**config.mk**
```make
export PLATFORM = sky130hd
export DESIGN_NAME = adder_result_collector
export DESIGN_NICKNAME = d
export VERILOG_FILES = /design/src/rtl/adder_result_collector.sv
export SDC_FILE = /design/constraint.sdc
export NUM_CORES = 1
export LEC_CHECK = 0
export BUFFER_PORTS_ARGS = -buffer_cell sky130_fd_sc_hd__buf_4
export CAP_MARGIN = 20
export CORE_ASPECT_RATIO = 0.7
export CORE_MARGIN = 3
export CORE_UTILIZATION = 33
export CTS_CLUSTER_SIZE = 24
export DETAILED_ROUTE_END_ITERATION = 10
export GPL_TIMING_DRIVEN = 0
export PLACE_DENSITY = 0.53
export SYNTH_ARGS = -nofsm -noshare
export SYNTH_HDL_FRONTEND = slang
export SYNTH_SLANG_ARGS = --single-unit
```
**constraint.sdc**
```tcl
create_clock -name Clk -period 3.46 [get_ports Clk]
set_input_delay 0.346 -clock Clk [delete_from_list [all_inputs] [get_ports Clk]]
set_output_delay 0.346 -clock Clk [all_outputs]
set_load 0.1 [all_outputs]
```
**src/rtl/adder_result_collector.sv**
```systemverilog
// adder_result_collector
// Collects WINDOW consecutive Sum/Overflow samples from the 4-bit adder,
// accumulates the signed sums into a saturating total, counts overflow
// events, and presents each completed window on a registered valid/ready
// port. One finished window can wait in the output registers and a second
// can wait in the accumulators before the adder is stalled through Busy.
module adder_result_collector #(
    parameter int DATA_W = 4,
    parameter int ACC_W  = 12,
    parameter int WINDOW = 8,
    parameter int CNT_W  = 4
) (
    input  logic              Clk,
    input  logic              Rst_n,
    input  logic              En,
    input  logic [DATA_W-1:0] Sum,
    input  logic              Overflow,
    output logic              Busy,
    output logic              Out_Valid,
    input  logic              Out_Ready,
    output logic [ACC_W-1:0]  Total,
    output logic [CNT_W-1:0]  Ov_Count,
    output logic              Sat
);

    localparam logic [0:0] ST_ACCUM = 1'b0;
    localparam logic [0:0] ST_HOLD  = 1'b1;

    localparam logic [CNT_W-1:0] CNT_LAST = CNT_W'(WINDOW - 1);
    localparam logic [ACC_W-1:0] ACC_MAX  = {1'b0, {(ACC_W-1){1'b1}}};
    localparam logic [ACC_W-1:0] ACC_MIN  = {1'b1, {(ACC_W-1){1'b0}}};

    logic [0:0]        state_reg,     state_next;
    logic [ACC_W-1:0]  acc_reg,       acc_next;
    logic [CNT_W-1:0]  cnt_reg,       cnt_next;
    logic [CNT_W-1:0]  ovc_reg,       ovc_next;
    logic              sat_reg,       sat_next;
    logic              out_valid_reg, out_valid_next;
    logic [ACC_W-1:0]  total_reg,     total_next;
    logic [CNT_W-1:0]  ov_count_reg,  ov_count_next;
    logic              out_sat_reg,   out_sat_next;

    // Single-step accumulate values for the sample currently on the inputs
    logic [ACC_W:0]    sum_wide;
    logic [ACC_W:0]    acc_wide;
    logic              clip_hi;
    logic              clip_lo;
    logic [ACC_W-1:0]  acc_step;
    logic [CNT_W-1:0]  ovc_step;
    logic              sat_step;
    logic              accept;
    logic              buf_free;

    // The add is one bit wider than the accumulator, so a disagreement of the
    // top two bits means the true sum left the representable range.
    assign sum_wide = {{(ACC_W+1-DATA_W){Sum[DATA_W-1]}}, Sum};
    assign acc_wide = {acc_reg[ACC_W-1], acc_reg} + sum_wide;
    assign clip_hi  = ~acc_wide[ACC_W] &  acc_wide[ACC_W-1];
    assign clip_lo  =  acc_wide[ACC_W] & ~acc_wide[ACC_W-1];

    // Saturating accumulate, sticky clip flag and saturating overflow count
    always_comb begin
        acc_step = acc_wide[ACC_W-1:0];
        if (clip_hi) begin
            acc_step = ACC_MAX;
        end else if (clip_lo) begin
            acc_step = ACC_MIN;
        end
        sat_step = sat_reg | clip_hi | clip_lo;
        ovc_step = ovc_reg;
        if (Overflow && (ovc_reg != {CNT_W{1'b1}})) begin
            ovc_step = ovc_reg + 1'b1;
        end
    end

    assign accept   = En && (state_reg == ST_ACCUM);
    assign buf_free = !out_valid_reg || Out_Ready;

    // Next-state logic for the window accumulators, the FSM and the output port
    always_comb begin
        state_next     = state_reg;
        acc_next       = acc_reg;
        cnt_next       = cnt_reg;
        ovc_next       = ovc_reg;
        sat_next       = sat_reg;
        total_next     = total_reg;
        ov_count_next  = ov_count_reg;
        out_sat_next   = out_sat_reg;
        // A consumed result drops valid unless something reloads it below
        out_valid_next = Out_Ready ? 1'b0 : out_valid_reg;

        case (state_reg)
            ST_ACCUM: begin
                if (accept) begin
                    if (cnt_reg == CNT_LAST) begin
                        if (buf_free) begin
                            total_next     = acc_step;
                            ov_count_next  = ovc_step;
                            out_sat_next   = sat_step;
                            out_valid_next = 1'b1;
                            acc_next       = '0;
                            ovc_next       = '0;
                            sat_next       = 1'b0;
                            cnt_next       = '0;
                        end else begin
                            // Park the finished window in the accumulators
                            acc_next   = acc_step;
                            ovc_next   = ovc_step;
                            sat_next   = sat_step;
                            cnt_next   = '0;
                            state_next = ST_HOLD;
                        end
                    end else begin
                        acc_next = acc_step;
                        ovc_next = ovc_step;
                        sat_next = sat_step;
                        cnt_next = cnt_reg + 1'b1;
                    end
                end
            end
            ST_HOLD: begin
                if (Out_Ready) begin
                    total_next     = acc_reg;
                    ov_count_next  = ovc_reg;
                    out_sat_next   = sat_reg;
                    out_valid_next = 1'b1;
                    acc_next       = '0;
                    ovc_next       = '0;
                    sat_next       = 1'b0;
                    cnt_next       = '0;
                    state_next     = ST_ACCUM;
                end
            end
            default: begin
                state_next = ST_ACCUM;
            end
        endcase
    end

    // State and output registers; reset discards any partial or pending window
    always_ff @(posedge Clk or negedge Rst_n) begin
        if (!Rst_n) begin
            state_reg     <= ST_ACCUM;
            acc_reg       <= '0;
            cnt_reg       <= '0;
            ovc_reg       <= '0;
            sat_reg       <= 1'b0;
            out_valid_reg <= 1'b0;
            total_reg     <= '0;
            ov_count_reg  <= '0;
            out_sat_reg   <= 1'b0;
        end else begin
            state_reg     <= state_next;
            acc_reg       <= acc_next;
            cnt_reg       <= cnt_next;
            ovc_reg       <= ovc_next;
            sat_reg       <= sat_next;
            out_valid_reg <= out_valid_next;
            total_reg     <= total_next;
            ov_count_reg  <= ov_count_next;
            out_sat_reg   <= out_sat_next;
        end
    end

    assign Busy      = (state_reg == ST_HOLD);
    assign Out_Valid = out_valid_reg;
    assign Total     = total_reg;
    assign Ov_Count  = ov_count_reg;
    assign Sat       = out_sat_reg;

endmodule

```
; After elaboration in Yosys (flattened, before gate mapping)
; Index checks and enable logic that the tools add are counted.
[op_classes]
add_sub_neg = 3
n_eq_ne = 6
muxes = 47
bitwise = 7
reduce_logical = 6
[op_table]
columns = cell, count
row1 = $mux W12, 10
row2 = $pmux W12 S2, 2
row3 = $mux W4, 11
row4 = $pmux W4 S2, 3
row5 = $mux W1, 17
row6 = $add A12 B4 Y13, 1
row7 = $add A4 B1 Y4 const B, 2
row8 = $pmux W1 S2, 4
row9 = $ne A2 B2 Y1 const B, 3
row10 = $eq A4 B3 Y1 const B, 1
row11 = $ne A4 B4 Y1 const B, 1
row12 = $reduce_and A4 Y1, 1
row13 = $not A1 Y1, 3
row14 = $and A1 B1 Y1, 2
row15 = $logic_and A1 B1 Y1, 2
row16 = $ne A2 B1 Y1 const B, 1
row17 = $or A1 B1 Y1, 2
row18 = $reduce_and A2 Y1, 1
row19 = $logic_not A1 Y1, 1
row20 = $logic_or A1 B1 Y1, 1
[word_totals]
reg_bits = 40
inputBits = 9
output_inout_bits = 19
wordCells = 78

; Logic depth before layout (Yosys ltp)
; Gate-level depths: netlist (run 1).
[depth]
word_depth = 9
mapped_depth = 11
ltp_nobuf = 10

; Least setup slack after synthesis (run 1)
; Ideal clock, no wire load.
[synth_path]
kind = register -> register
from = reg acc_reg[0]
to = reg total_reg[0] (netlist: Total[0])
setup_ns = 0.128
arrival_time_ns = 2.389
required_time_ns = 3.332
path_slack_ns = 0.943
path_stages_with_launch = 12
path_buffers = 1
synth_period_minus_slack_ns = 2.517
cell_sequence = dfrtp_1 ha_1 inv_1 fa_1 nor2b_1 o31a_1 o211ai_2 a31o_2 buf_2 maj3_1 mux2i_1 o22ai_1
[synth_between]
elab_chain_len = 9
word_cells_on_any_way = 12
classes_between = 1 x add/sub / 7 x mux / 4 x bitwise
[synth_lines]
columns = item, line
row1 = "start, declared", 34  ; logic [ACC_W-1:0] acc_reg, acc_next;
row2 = "start signal, assigned", 154  ; acc_reg <= acc_next;
row3 = $add A12 B4 Y13, 57  ; assign acc_wide = {acc_reg[ACC_W-1], acc_reg} + sum_wide;
row4 = $not A1 Y1, 59  ; assign clip_lo = acc_wide[ACC_W] & ~acc_wide[ACC_W-1];
row5 = $and A1 B1 Y1, 59
row6 = $mux W12, 66  ; end else if (clip_lo) begin
row7 = $mux W12, 64  ; if (clip_hi) begin
row8 = $mux W12, 96  ; if (buf_free) begin
row9 = $mux W12, 95  ; if (cnt_reg == CNT_LAST) begin
row10 = $mux W12, 94  ; if (accept) begin
row11 = $pmux W12 S2 (*), 92  ; case (state_reg)
row12 = "end signal, assigned", 159  ; total_reg <= total_next;
row13 = "end, declared", 39  ; logic [ACC_W-1:0] total_reg, total_next;
; Mark *: on every way between the ends. The rest lies on a longest branch, timed or not. The select of a mux whose other input is x is not followed.
; A chain may end at the register's enable or synchronous reset.

; Worst setup path after layout (run 1)
[layout_path]
from = reg acc_reg[0]
to = reg total_reg[5] (netlist: Total[5])
[layout_between]
elab_chain_len = 9
word_cells_on_any_way = 11
classes_between = 1 x add/sub / 6 x mux / 4 x bitwise
[layout_lines]
columns = item, line
row1 = $add A12 B4 Y13 (*), 57
row2 = $not A1 Y1, 59
row3 = $and A1 B1 Y1, 59
row4 = $mux W12, 66
row5 = $mux W12 (*), 64
row6 = $mux W12 (*), 96
row7 = $mux W12 (*), 95
row8 = $mux W12 (*), 94
row9 = $pmux W12 S2 (*), 92
; Marked as above.

==> flow_summary.toml, run 1 <==
[yosys]
avgSynthCellArea_um2 = 9.05
ys_seq_area_share_pct = 36.4
synth_top_cell_by_area = "dfrtp_1"
synthCells = 304
synth_area_leaders = "dfrtp_1, ha_1, o21ai_0"
synthesis.nets = 328
yosys_warnings = 0
ys.flop_type = "dfrtp_1"
yosys.cell_types.count = 55
yosysTopAreaCellShare_pct = 36.4
syn_area_mm2 = 0.00275
yosys_register_bits = 40
async_flop_share_pct = 100
synth_enable_flop_cells = 0

[drt]
route.detailed.drc = 0
drtIter0Drc = 159
vias_per_cell = 5.47
ant_nets = 0
dr.pass1.iters = 4
wirelength_um = 7250
num_vias = 2400
wire_per_inst_um = 16.5

[cells_and_area]
insertedDiodeCount = 0
drive_gt1_share_pct = 16.0
fin_cells = 439
area_delta_synth_final_pct = 17.5
final_nets = 362

[sta]
rsz0062_at_grt = "no"
min_period_over_period_pct = 90.0
max_freq_mhz = 321
holdWs_ns = 0.0363
worst_pin_slew_ns = 1.08
finalSetupTns_ns = 0
period_needed_ns = 3.11
finalSetupViolCount = 0
hold_viol_final = 0
slew_headroom_pct = 27.4
final_max_slew_viol_count = 0
fin_skew_ns = 0.00539

[cts]
cts_tree = "yes"
cts_max_path_buffers = 2
ctsHtreeMaxLevel = 2
clkTransAtPathRegs_ns = 0.05
ctsResizeCount = 0
cts_made_buffers = 5
worstSkewPairLatency_ns = 0.28
cts_num_sinks = 40
cts_hold_buf = 0
cts_setup_buffers = 0
root_buffer = "clkbuf_16"

[floorplanning]
die_area_mm2 = 0.00949
core_mm2 = 0.00797
num_rows = 27
start_util_pct = 34.5
ios = 28
dieHeight_um = 82.4
die_width_um = 115

[global_routing]
grt-ovfl-total = 0
grt_max_degree = 41
track_usage_pct = 16.0
grt_pass1_wl_um = 11700
grt_pass1_vias = 2142
antenna_found_initial = 0

[placement]
post-dp-hpwl_um = 5590
place_congestion = 0.868
port_buffers = 27
place_inst = 432

[critical_path]
required_ns = 3.60
timing.rr.start = "acc_reg[0]"
critPathLaunch = "acc_reg[0]"
cp.arrival_ns = 3.25
path_class = "reg2reg"
startpoint_type = "flop"
crit_fanout = 10
worstSetupEndpointType = "flop"

[run_status]
status = "complete, no violations"

[flow_run]
max_cap_viol_count = 0

[min_path]
hold_class = "in2async"
[synth_stat cells (6+ instances only)]
cell,instances
dfrtp_1,40
nand2_1,28
nor2_1,26
o21ai_0,26
a21oi_1,25
ha_1,14
mux2i_1,12
maj3_1,10
maj3_2,9
clkbuf_1,8
o22ai_1,8
xnor2_1,8
inv_1,6
nand3_1,6
nand3b_1,6
[layer usage]
| metal | up-vias | GRT usage, % | wire length [um] |
|---|---|---|---|
| li1 | 1189 | - | - |
| met3 | 0 | 3.86 | 306 |
| met2 | 50 | 21.2 | 2850 |
| met4 | 0 | 2.58 | 0 |
| met1 | 1161 | 26.0 | 4090 |
| met5 | - | 0 | 0 |
[cell families (layout without fill, tap and decap cells)]
kind of cell | Yosys count | after routing | synth area share, %
mux | 13 | 13 | 4.77
simple gates | 85 | 85 | 14.5
flops | 40 | 40 | 36.4
buf+inv | 21 | 55 | 3.59
fa+ha+maj | 34 | 34 | 14.4
compound gates | 101 | 101 | 23.2
xor+xnor | 10 | 10 | 3.18
[critical path: stages, from the launching register on]
cell,delay [ns]
dfrtp_1,0.38
ha_1,0.32
inv_1,0.09
fa_1,0.42
nor2b_1,0.18
o31a_1,0.23
o211ai_2,0.15
a31o_2,0.25
buf_2,0.20
maj3_1,0.34
mux2i_1,0.28
o22ai_1,0.14
[worst paths after layout]
kind	end	slack, ns	depth (start not counted)
worst max-delay path	Total[5]	0.35	11
worst min-delay path	Total[5]	0.04	1
worst max register to register	Total[5]	0.35	11
worst min register to register	Ov_Count[1]	0.48	2
max in group asynchronous	Total[3]	3.06	1
min in group Clk	ovc_reg[3]	0.40	3
[through the flow]
stage / cell area, um^2 / worst slack, ns / utilization (%)
floorplan: 2750 / 0.943 / -
global placement: 3080 / 0.395 / 38.7
detailed placement: 3080 / 0.367 / 38.7
CTS: 3230 / 0.386 / 40.6
global route: 3230 / 0.203 / 40.6
finish: 3230 / 0.346 / 40.6
[cell usage in the layout, fill, tap and decap left out, types with 4 or more instances in the layout]
cell and instances:
dfrtp_1 40, nand2_1 28, buf_4 28, o21ai_0 26, nor2_1 26, a21oi_1 25, ha_1 14, mux2i_1 12
maj3_1 10, maj3_2 9, clkbuf_1 8, o22ai_1 8, xnor2_1 8, inv_1 6, nand3b_1 6, nand3_1 6
a21o_1 5, o21ai_1 5, clkbuf_16 5, nor2b_1 4
[layout make-up]
cell class / instances / area [um^2]
fillers: 820 / 4740
repair buffers: 27 / 203
well taps: 101 / 126
inverters: 7 / 26.3
clock buffers: 7 / 153
flip-flops and latches: 40 / 1000
multi-input cells: 243 / 1650
plain buffers: 14 / 72.6
Power of run 1 is left out: the tool's default activity adds up to more than one toggle a clock period on the data nets, which glitch-free logic cannot reach.
==> run 2, diff against run 1 <==
--- a/config.mk
+++ b/config.mk
@@ -10,10 +10,11 @@
 export CORE_ASPECT_RATIO = 0.7
 export CORE_MARGIN = 3
 export CORE_UTILIZATION = 33
+export CTS_CLUSTER_DIAMETER = 200
 export CTS_CLUSTER_SIZE = 24
 export DETAILED_ROUTE_END_ITERATION = 10
 export GPL_TIMING_DRIVEN = 0
-export PLACE_DENSITY = 0.53
+export PLACE_DENSITY = 0.59
 export SYNTH_ARGS = -nofsm -noshare
 export SYNTH_HDL_FRONTEND = slang
 export SYNTH_SLANG_ARGS = --single-unit
==> run 2 against run 1 <==
  * Core utilization fell by 0.24 points
  * Critical endpoint is now Total[4]
  * Maximum frequency increased by 3.2%
  * Global-route usage is 0.11 points higher
  * Die area stayed put
  * Count of clock-buffer cells in the layout fell by 1
==> flow_summary.toml, run 2 (synthesized netlist as in run 1, its figures left out) <==
[floorplanning]
dieHeight_um = 82.4
ios = 28
die_width_um = 115
num_rows = 27
core_mm2 = 0.00797
start_util_pct = 34.5
die_area_mm2 = 0.00949

[critical_path]
worstSetupEndpointType = "flop"
path_buf_inv = 2
path_class = "reg2reg"
cp_top_family = "adder cells"
crit_fanout = 10
cp_slowest_stage_delay_ns = 0.42
required_ns = 3.56
crit_slowest_cell = "fa_1"
startpoint_type = "flop"
r2r_slack_ns = 0.44
crit_chain = "ha_1 > inv_1 > fa_1 > nor2b_1 > o31a_1 > o211ai_2 > a31o_2 > buf_2 > maj3_1 > mux2i_1 > a21oi_1"
cp.arrival_ns = 3.12

[global_routing]
grt_max_degree = 41
grt-ovfl-total = 0
grt_pass1_vias = 2324
grt_pass1_wl_um = 12000
track_usage_pct = 16.2
antenna_found_initial = 0

[run_status]
status = "complete, no violations"

[sta]
hold_viol_final = 0
rsz0062_at_grt = "no"
slew_headroom_pct = 29.1
finalSetupViolCount = 0
period_needed_ns = 3.02
final_max_slew_viol_count = 0
fin_skew_ns = 0.00586
holdWs_ns = 0.0406
max_freq_mhz = 331
worst_pin_slew_ns = 1.06
min_period_over_period_pct = 87.2
finalSetupTns_ns = 0

[drt]
dr.pass1.iters = 4
wirelength_um = 7210
ant_nets = 0
drtIter0Drc = 189
num_vias = 2362
wire_per_inst_um = 16.4
vias_per_cell = 5.38
route.detailed.drc = 0

[cts]
cts_tree = "yes"
ctsResizeCount = 0
cts_hold_buf = 0
root_buffer = "clkbuf_16"
cts_setup_buffers = 0
worstSkewPairLatency_ns = 0.28
ctsHtreeMaxLevel = 2
cts_made_buffers = 5
clkTransAtPathRegs_ns = 0.06
cts_max_path_buffers = 2
cts_num_sinks = 40

[placement]
port_buffers = 27
place_congestion = 0.850
place_area_mm2 = 0.00308
post-dp-hpwl_um = 5420

[cells_and_area]
insertedDiodeCount = 0
drive_gt1_share_pct = 15.7
final_common_cell = "dfrtp_1"
layout_common_cells = "dfrtp_1, nand2_1, buf_4"
fill_cells = 812
final_nets = 362
multiInputGateArea_mm2 = 0.00165
area_delta_synth_final_pct = 16.8
design_area_mm2 = 0.00322
ff_latch_area_mm2 = 0.00100

[flow_run]
max_cap_viol_count = 0

[min_path]
hold_class = "in2async"
run 2: area by class of cell:
class                           count  share of cell area, %
Timing Repair Buffer               27                   6.30
Tap cell                          101                   3.93
Inverter                            7                  0.817
Clock buffer                        6                   4.01
Sequential cell                    40                   31.1
Clock inverter                      1                  0.156
Buffer                             14                   2.26
Multi-Input combinational cell    243                   51.4
run 2: path summary, 6_finish.rpt:
kind                              from           to  cells past startpoint
min in group Clk              Overflow   ovc_reg[3]                      3
setup reg to reg            acc_reg[0]     Total[4]                     11
hold reg to reg            Ov_Count[1]  Ov_Count[1]                      2
setup / recovery            acc_reg[0]     Total[4]                     11
hold / removal                   Rst_n     Total[8]                      1
max in group asynchronous        Rst_n     Total[1]                      1
run 2: metal layers:
| metal | vias up | wire length [um] | global-route usage, % | part of all wire (%) |
|---|---|---|---|---|
| met5 | - | 0 | 0 | 0 |
| met4 | 0 | 50 | 3.17 | 0.69 |
| met3 | 6 | 372 | 3.57 | 5.2 |
| met2 | 47 | 2850 | 23.3 | 40 |
| met1 | 1127 | 3940 | 24.6 | 55 |
| li1 | 1182 | - | - | - |
run 2: metrics by stage:
stage               setup WS [ns]  utilization [%]  std cells
floorplan                   0.943                -        304
global placement            0.447             38.7        432
detailed placement          0.439             38.7        432
CTS                         0.460             40.3        439
global route                0.207             40.3        439
finish                      0.442             40.3        439
Power of run 2 is left out for the same reason.
==> run 3, diff against run 2 <==
--- a/config.mk
+++ b/config.mk
@@ -5,6 +5,7 @@
 export SDC_FILE = /design/constraint.sdc
 export NUM_CORES = 1
 export LEC_CHECK = 0
+export ABC_AREA = 1
 export BUFFER_PORTS_ARGS = -buffer_cell sky130_fd_sc_hd__buf_4
 export CAP_MARGIN = 20
 export CORE_ASPECT_RATIO = 0.7
==> run 3 against run 2 <==
  * Via count decreased by 3.3%
  * Synthesized area fell by 7.5%
  * Register-to-register slack improved by 0.60 ns
  * Non-clock buffer count down 4
  * Critical endpoint is now Total[5]
  * Core utilization is 0.25 points higher
  * Synthesized cell count rose by 15%
  * Routed wire length is 15% lower
  * Count of clock-buffer cells in the layout up 1
  * Die area is 7.1% lower
  * First-iteration DRC count down 22%
  * Design area shrank 6.8%
==> flow_summary.toml, run 3 <==
[yosys]
avgSynthCellArea_um2 = 7.29
yosys_register_bits = 40
synth_top_cell_by_area = "dfrtp_1"
synthCells = 349
synthesis.nets = 373
synth_area_leaders = "dfrtp_1, nand2_1, inv_1"
ys.flop_type = "dfrtp_1"
synth_common_cells = "nand2_1, inv_1, dfrtp_1"
async_flop_share_pct = 100
yosys.cell_types.count = 30
syn_area_mm2 = 0.00254
synth_enable_flop_cells = 0
synth.most_common_cell = "nand2_1"
yosys_warnings = 0
yosysTopAreaCellShare_pct = 39.3
ys_seq_area_share_pct = 39.3

[cells_and_area]
layout_common_cells = "nand2_1, inv_1, dfrtp_1"
drive_gt1_share_pct = 13.0
final_nets = 407
insertedDiodeCount = 0
fill_cells = 762
multiInputGateArea_mm2 = 0.00129
ff_latch_area_mm2 = 0.00100
area_delta_synth_final_pct = 17.7
final_common_cell = "nand2_1"

[critical_path]
cp.arrival_ns = 2.61
timing.rr.start = "acc_reg[0]"
worstSetupEndpointType = "flop"
required_ns = 3.65
crit_fanout = 10
startpoint_type = "flop"
critPathLaunch = "acc_reg[0]"
rr_endpoint = "Total[5]"
crit_end = "Total[5]"
rr_worst_depth = 14
r2r_slack_ns = 1.04
path_class = "reg2reg"

[cts]
cts_setup_buffers = 0
clkTransAtPathRegs_ns = 0.08
cts_num_sinks = 40
worstSkewPairLatency_ns = 0.30
cts_tree = "yes"
cts_made_buffers = 5
cts_hold_buf = 0
ctsResizeCount = 0
ctsHtreeMaxLevel = 2
root_buffer = "clkbuf_8"
cts_max_path_buffers = 2

[sta]
rsz0062_at_grt = "no"
worst_pin_slew_ns = 0.546
finalSetupTns_ns = 0
min_period_over_period_pct = 69.9
max_freq_mhz = 414
fin_skew_ns = 0.00730
period_needed_ns = 2.42
hold_viol_final = 0
final_max_slew_viol_count = 0
slew_headroom_pct = 63.6
finalSetupViolCount = 0

[floorplanning]
die_area_mm2 = 0.00882
core_mm2 = 0.00738
dieHeight_um = 79.5
num_rows = 26
start_util_pct = 34.5
ios = 28
die_width_um = 111

[drt]
dr.pass1.iters = 4
wire_per_inst_um = 12.7
topRoutingLayerUsed = "met4"
drtIter0Drc = 148
ant_nets = 0
vias_per_cell = 4.74
route.met3.wl_um = 215
wl_met2_um = 2540
num_vias = 2283
wirelength_um = 6130
route.detailed.drc = 0
wl_met1_um = 3300

[global_routing]
antenna_found_initial = 0
grt_max_degree = 41
grt_pass1_vias = 2208
grt_pass1_wl_um = 10800
grt-ovfl-total = 0
track_usage_pct = 15.2

[placement]
post-dp-hpwl_um = 4690
place_congestion = 0.821
port_buffers = 27

[run_status]
status = "complete, no violations"

[flow_run]
max_cap_viol_count = 0

[min_path]
hold_class = "in2async"
-- run 3: cell count changes in the layout (fill, tap and decap cells not counted), sizes merged, moves of 5 or more --
cell / before / now
maj3: 19 / 0
nand2: 28 / 115
inv: 7 / 51
o22ai: 8 / 2
nand3: 6 / 15
mux2i: 12 / 0
a21o: 5 / 0
a21oi: 25 / 30
nor2: 26 / 17
-- run 3: worst min path at each step --
stage	depth (start not counted)	slack (ns)	end	start
3_3_place_gp	1	0.35	acc_reg[10]	Rst_n
4_1_cts	1	0.01	acc_reg[10]	Rst_n
6_report	1	0.001	acc_reg[10]	Rst_n
5_1_grt	1	0.04	acc_reg[10]	Rst_n
3_5_place_dp	1	0.36	acc_reg[10]	Rst_n
2_1_floorplan	0	0.05	Busy	Rst_n
-- run 3: routing by layer --
metal / vias up / track usage [%]
met1: 1052 / 21.7
met4: 0 / 4.31
met2: 29 / 22.9
li1: 1194 / -
met5: - / 0
met3: 8 / 3.86
-- run 3: critical path: stages, from the launching register on --
cell     delay [ns]
dfrtp_1        0.36
ha_1           0.22
inv_1          0.07
fa_1           0.46
o21ai_2        0.26
nand2_1        0.10
nand3_1        0.08
nand2_1        0.06
nand2_2        0.10
inv_2          0.05
nand2_4        0.09
buf_6          0.14
nand2_1        0.08
o21ai_1        0.17
nand2_1        0.07
-- run 3: stage by stage --
stage | cells | instance area, um^2 | hold slack [ns] | util [%] | setup slack, ns
6_report | 482 | 3000 | 0.00116 | 40.6 | 1.04
5_1_grt | 482 | 3000 | 0.0359 | 40.6 | 0.799
3_5_place_dp | 474 | 2870 | 0.360 | 38.9 | 0.985
3_3_place_gp | 474 | 2870 | 0.355 | 38.9 | 0.960
4_1_cts | 482 | 3000 | 0.0126 | 40.6 | 1.06
2_1_floorplan | 349 | 2540 | 0.0504 | - | 1.19
-- run 3: kinds of logic after synthesis --
logic type	after synthesis	share of synthesized area, %
XOR/XNOR	10	3.44
AO/OA/AOI/OAI	70	15.1
adder cells (fa/ha/maj)	15	7.67
flip-flops	40	39.3
AND/OR/NAND/NOR	153	24.7
buffers and inverters	61	9.78
-- run 3: cell type report --
class	count	area share (%)
clock inverter	1	1.00
timing repair buffer	27	6.76
sequential	40	33.4
clock buffer	7	3.22
inverter	51	6.39
multi-input combinational	248	43.2
tap	98	4.09
buffer	10	1.92
Power of run 3 is left out for the same reason.
